===== config.mk =====
export PLATFORM = sky130hd
export DESIGN_NAME = pipeline_hazard_ctrl
export DESIGN_NICKNAME = d
export VERILOG_FILES = /design/src/rtl/pipeline_hazard_ctrl.sv
export SDC_FILE = /design/constraint.sdc
export NUM_CORES = 1
export LEC_CHECK = 0
export ABC_AREA = 1
export BUFFER_PORTS_ARGS = -buffer_cell sky130_fd_sc_hd__buf_2
export CORE_AREA = 10 10 47 49
export DETAILED_ROUTE_END_ITERATION = 8
export DIE_AREA = 0 0 57 59
export GPL_ROUTABILITY_DRIVEN = 0
export PLACE_DENSITY = 0.64
export SYNTH_ARGS = -nofsm -noshare
export SYNTH_HDL_FRONTEND = slang
export SYNTH_SLANG_ARGS = --single-unit

===== constraint.sdc =====
create_clock -name clk -period 0.9 [get_ports clk]
set_clock_uncertainty 0.1 [all_clocks]
set_input_delay 0.09 -clock clk [delete_from_list [all_inputs] [get_ports clk]]
set_output_delay 0.09 -clock clk [all_outputs]
set_load 0.03 [all_outputs]

===== src/rtl/pipeline_hazard_ctrl.sv =====
// pipeline_hazard_ctrl: hazard and sequencing controller for a five-stage RV32I
// pipeline. It drives the enable, flush and PC-select controls of the PC and the
// IF/ID, ID/EX, EX/MEM and MEM/WB registers. It resolves EX redirects, load-use
// hazards, imem wait states and dmem wait states.
// Optional build macro: HAZARD_PERF_CNT_EN adds the stall_cycles and
// flush_events performance counters.
module pipeline_hazard_ctrl #(
  parameter int unsigned LOAD_LAT = 1,   // load-use stall length, 1..7
  parameter int unsigned CNT_W    = 32   // performance counter width
) (
  input  logic             clk,
  input  logic             rst,
  input  logic             imem_ready,
  input  logic             dmem_ready,
  input  logic             mem_access,
  input  logic             ex_jal,
  input  logic             ex_jalr,
  input  logic             ex_branch_taken,
  input  logic             ex_mem_read,
  input  logic [4:0]       ex_rd,
  input  logic [4:0]       id_rs1,
  input  logic [4:0]       id_rs2,
  input  logic             id_use_rs1,
  input  logic             id_use_rs2,
  output logic             pc_en,
  output logic             pc_sel_redirect,
  output logic             ifid_en,
  output logic             idex_en,
  output logic             exmem_en,
  output logic             ifid_flush,
  output logic             idex_flush,
  output logic             memwb_flush,
  output logic [1:0]       state
`ifdef HAZARD_PERF_CNT_EN
  ,
  output logic [CNT_W-1:0] stall_cycles,
  output logic [CNT_W-1:0] flush_events
`endif
);

  typedef enum logic [1:0] {
    RUN      = 2'd0,
    LU_STALL = 2'd1,
    MEM_WAIT = 2'd2
  } state_e;

  localparam logic [2:0] LU_INIT = 3'(LOAD_LAT - 1);

  state_e     state_q, state_d;
  logic [2:0] lu_cnt_q, lu_cnt_d;

  logic dstall, redirect, lu_hit;

  assign dstall   = mem_access & ~dmem_ready;
  assign redirect = ex_jal | ex_jalr | ex_branch_taken;
  assign lu_hit   = ex_mem_read && (ex_rd != 5'd0) &&
                    ((id_use_rs1 && (ex_rd == id_rs1)) ||
                     (id_use_rs2 && (ex_rd == id_rs2)));

  assign state = state_q;

  // Next-state and control outputs; reset forces every control to its safe value.
  always_comb begin
    // NOTE: every output gets a default first so no path through the case infers a latch.
    pc_en           = 1'b1;
    pc_sel_redirect = 1'b0;
    ifid_en         = 1'b1;
    idex_en         = 1'b1;
    exmem_en        = 1'b1;
    ifid_flush      = 1'b0;
    idex_flush      = 1'b0;
    memwb_flush     = 1'b0;
    state_d         = state_q;
    lu_cnt_d        = lu_cnt_q;

    if (state_q == LU_STALL) begin
      if (dstall) begin
        // Memory freeze wins; the load-use countdown is paused.
        pc_en       = 1'b0;
        ifid_en     = 1'b0;
        idex_en     = 1'b0;
        exmem_en    = 1'b0;
        memwb_flush = 1'b1;
      end else begin
        pc_en      = 1'b0;
        ifid_en    = 1'b0;
        idex_flush = 1'b1;
        lu_cnt_d   = lu_cnt_q - 3'd1;
        if (lu_cnt_q == 3'd1) state_d = RUN;
      end
    end else begin
      // RUN, MEM_WAIT (and any illegal encoding) share the RUN priority chain.
      if (dstall) begin
        pc_en       = 1'b0;
        ifid_en     = 1'b0;
        idex_en     = 1'b0;
        exmem_en    = 1'b0;
        memwb_flush = 1'b1;
        state_d     = MEM_WAIT;
      end else begin
        state_d = RUN;
        if (redirect) begin
          pc_sel_redirect = 1'b1;
          ifid_flush      = 1'b1;
          idex_flush      = 1'b1;
        end else if (lu_hit) begin
          pc_en      = 1'b0;
          ifid_en    = 1'b0;
          idex_flush = 1'b1;
          lu_cnt_d   = LU_INIT;
          if (LOAD_LAT > 1) state_d = LU_STALL;
        end else if (!imem_ready) begin
          pc_en      = 1'b0;
          ifid_flush = 1'b1;
        end
      end
    end

    if (rst) begin
      pc_en           = 1'b0;
      pc_sel_redirect = 1'b0;
      ifid_en         = 1'b0;
      idex_en         = 1'b0;
      exmem_en        = 1'b0;
      ifid_flush      = 1'b1;
      idex_flush      = 1'b1;
      memwb_flush     = 1'b1;
    end
  end

  // State and load-use countdown registers with synchronous reset.
  always_ff @(posedge clk) begin
    // NOTE: sequential state uses non-blocking assignments so all registers update together.
    if (rst) begin
      state_q  <= RUN;
      lu_cnt_q <= 3'd0;
    end else begin
      state_q  <= state_d;
      lu_cnt_q <= lu_cnt_d;
    end
  end

`ifdef HAZARD_PERF_CNT_EN
  logic [CNT_W-1:0] stall_cycles_q, flush_events_q;

  assign stall_cycles = stall_cycles_q;
  assign flush_events = flush_events_q;

  // Performance counters: PC-stall cycles and redirect flush cycles, wrapping.
  always_ff @(posedge clk) begin
    if (rst) begin
      stall_cycles_q <= '0;
      flush_events_q <= '0;
    end else begin
      if (!pc_en)          stall_cycles_q <= stall_cycles_q + 1'b1;
      if (pc_sel_redirect) flush_events_q <= flush_events_q + 1'b1;
    end
  end
`endif

endmodule

==> summary.md <==
| Metric | Value |
|---|---|
| Unique masters post-synth | 13 |
| Total gr overflow | 0 |
| Fraction of layout cells with a size suffix above 1 | just under 70% |
| Vias per inst | 4.30 |
| Pwr Total | 0.490 mW |
| Seq/Total Area, Yosys | between 5 and 6% |
| TritonRoute pass-1 iters | 2 |
| Fin util | 63.7% |
| F_max | between 0.8 and 0.9 GHz |
| Post-Synthesis Cell Area | around 360 um^2 |
| Row count | 14 |
| I/O pin count | 36 |
| Pwr dens | 548 nW/um^2 |
| CP top delay family | simple AND/OR/NAND/NOR gates |
| P_leak | ~0.49 nW |
| Buffers and inverters on the worst path | 4 |
| Initial Util | 25.9% |
| Antenna cells | 0 |
| Hold crit path type | in2reg |
| Cells along the critical path | buf_8 -> inv_8 -> nand2_2 -> nand2_1 -> nor2_1 -> nand3_1 -> nand2_2 -> nand3_4 -> nand2_4 -> inv_2 -> buf_6 |
| Worst Path Required | 0.71 ns |
| FF+latch area | 20.0 um^2 |
| Max reg flops | 1 |
| Max VDD drop | 0.000348 V |
| Detailed Route WL | 1550 um |
| Avg Inst Size Synth | ~4.3 um^2 |
| Fin. Hold Viols | 0 |
| Pin count of the biggest net entering global routing | 6 |
| Max stage delay cell, worst path | buf_6 |
| Die Area | 3360 um^2 |
| Synth Instances | 84 |
| Iteration-0 DRC Markers | 4 |
| Crit Path Category | in2out |
| # port buffers | 34 |
| RSZ-0062 raised after global routing | true |
| Worst Setup SP | ex_rd[1] |
| DP HPWL | 1180 um |
| Final setup viols | 8 |
| Max FO, Critical Path | 4 |
| Area grow syn2layout | 146% |
| Vias | about 590 |
| Final WS setup | -0.279 ns |
| Die Ht | 59 um |
| # DRC | 0 |
| GRT Resource Usage Total | between 7 and 8% |
| Yosys warning total | 0 |
| CP startpoint kind | primary input |
| Most used cell, CP | nand2_2 |
| DRT antenna net count | 0 |
| Avg WL per Cell | 11.3 um |
| Max_cap viols | 0 |
| Die W | around 57 um |
| Status | finished with violations |
| Tcrit/Tclk final | 131% |
| Initial antenna violation count | 0 |
| Clk pin slew, worst setup/hold paths | 0 ns |
| Post-CTS Hold Fix Bufs | 0 |
| Hold path start | rst |
| First-pass GRT wire length | around 2200 um |
| Syn nets | 110 |
| Worst hold margin | 0.300 ns |
| Min Tclk post-route | 1.18 ns |
| Max-slew violations | 0 |
| Flops & latches, synth | 1 |
| Worst Setup End Kind | output port |
| Core Area | 1400 um^2 |
| Vias in the first global route | 503 |
| Fill cells | 131 |
| Setup TNS | -1.33 ns |
| Area occupied by multi-input gates | about 370 um^2 |
| Critical path arrival | 0.99 ns |
| Post-layout nets | 149 |
| Failing checks | negative setup slack |
| Crit-path max cell delay | 0.13 ns |
==> where the power goes <==
part	switching, mW	leakage (nW)	internal (mW)
sequential	0.000268	0.00822	0.0470
combinational	0.227	0.482	0.216
clock	0	0	0
total	0.227	0.490	0.263
==> layout by cell type, fill, tap and decap left out, types with 4 or more instances in the layout <==
master,count
inv_2,8
nor2_4,4
inv_4,4
buf_4,4
buf_8,4
buf_2,11
nor2_1,9
buf_6,20
inv_1,7
nand2_1,15
nand2_2,17
==> final cells by class <==
cell class	count	share of cell area [%]
inverter	22	12.9
multi-input combinational	59	41.2
sequential	1	2.24
tap	16	2.24
timing repair buffer	39	41.5
==> logic make-up after synthesis <==
| logic type | count (synthesis) | synth area share [%] |
|---|---|---|
| AND/OR/NAND/NOR | 56 | 63.8 |
| buffers and inverters | 24 | 26.9 |
| AO/OA/AOI/OAI | 2 | 2.76 |
| flip-flops | 1 | 5.52 |
| other | 1 | 1.03 |
==> through the flow <==
step / instance area (um^2) / worst slack (ns) / instances
detailed placement: 636 / -0.379 / 134
finish: 893 / -0.279 / 137
floorplan: 445 / -0.165 / 84
global placement: 636 / -0.370 / 134
global route: 893 / -0.346 / 137
CTS: 751 / -0.275 / 135
==> final timing paths <==
path                  endpoint  slack (ns)  cells past startpoint
worst max-delay path   ifid_en       -0.28                     11
worst min-delay path  state[1]        0.30                      2
==> routing by layer <==
metal	global-route usage, %	share of wire, %
met5	0	0
met4	0	0
met1	8.67	37
met3	1.93	8.8
met2	13.6	55
==> what timing repair did <==
| action | CTS | global route |
|---|---|---|
| resized for setup | 34 | 38 |
| pin swaps | 15 | 22 |
| buffers inserted | 1 | 3 |
| endpoints found under the setup margin | 8 | 8 |
==> synthesized netlist by cell type (all sizes together) <==
library cell	count	share of area [%]
nor2	16	17
nand3	4	6.9
o21ai	1	1.4
conb	1	1.0
buf	2	4.1
dfxtp	1	5.5
nand2	35	38
a21oi	1	1.4
nor3	1	2.8
inv	22	23
Note: power is estimated with default switching activity, not from simulation.
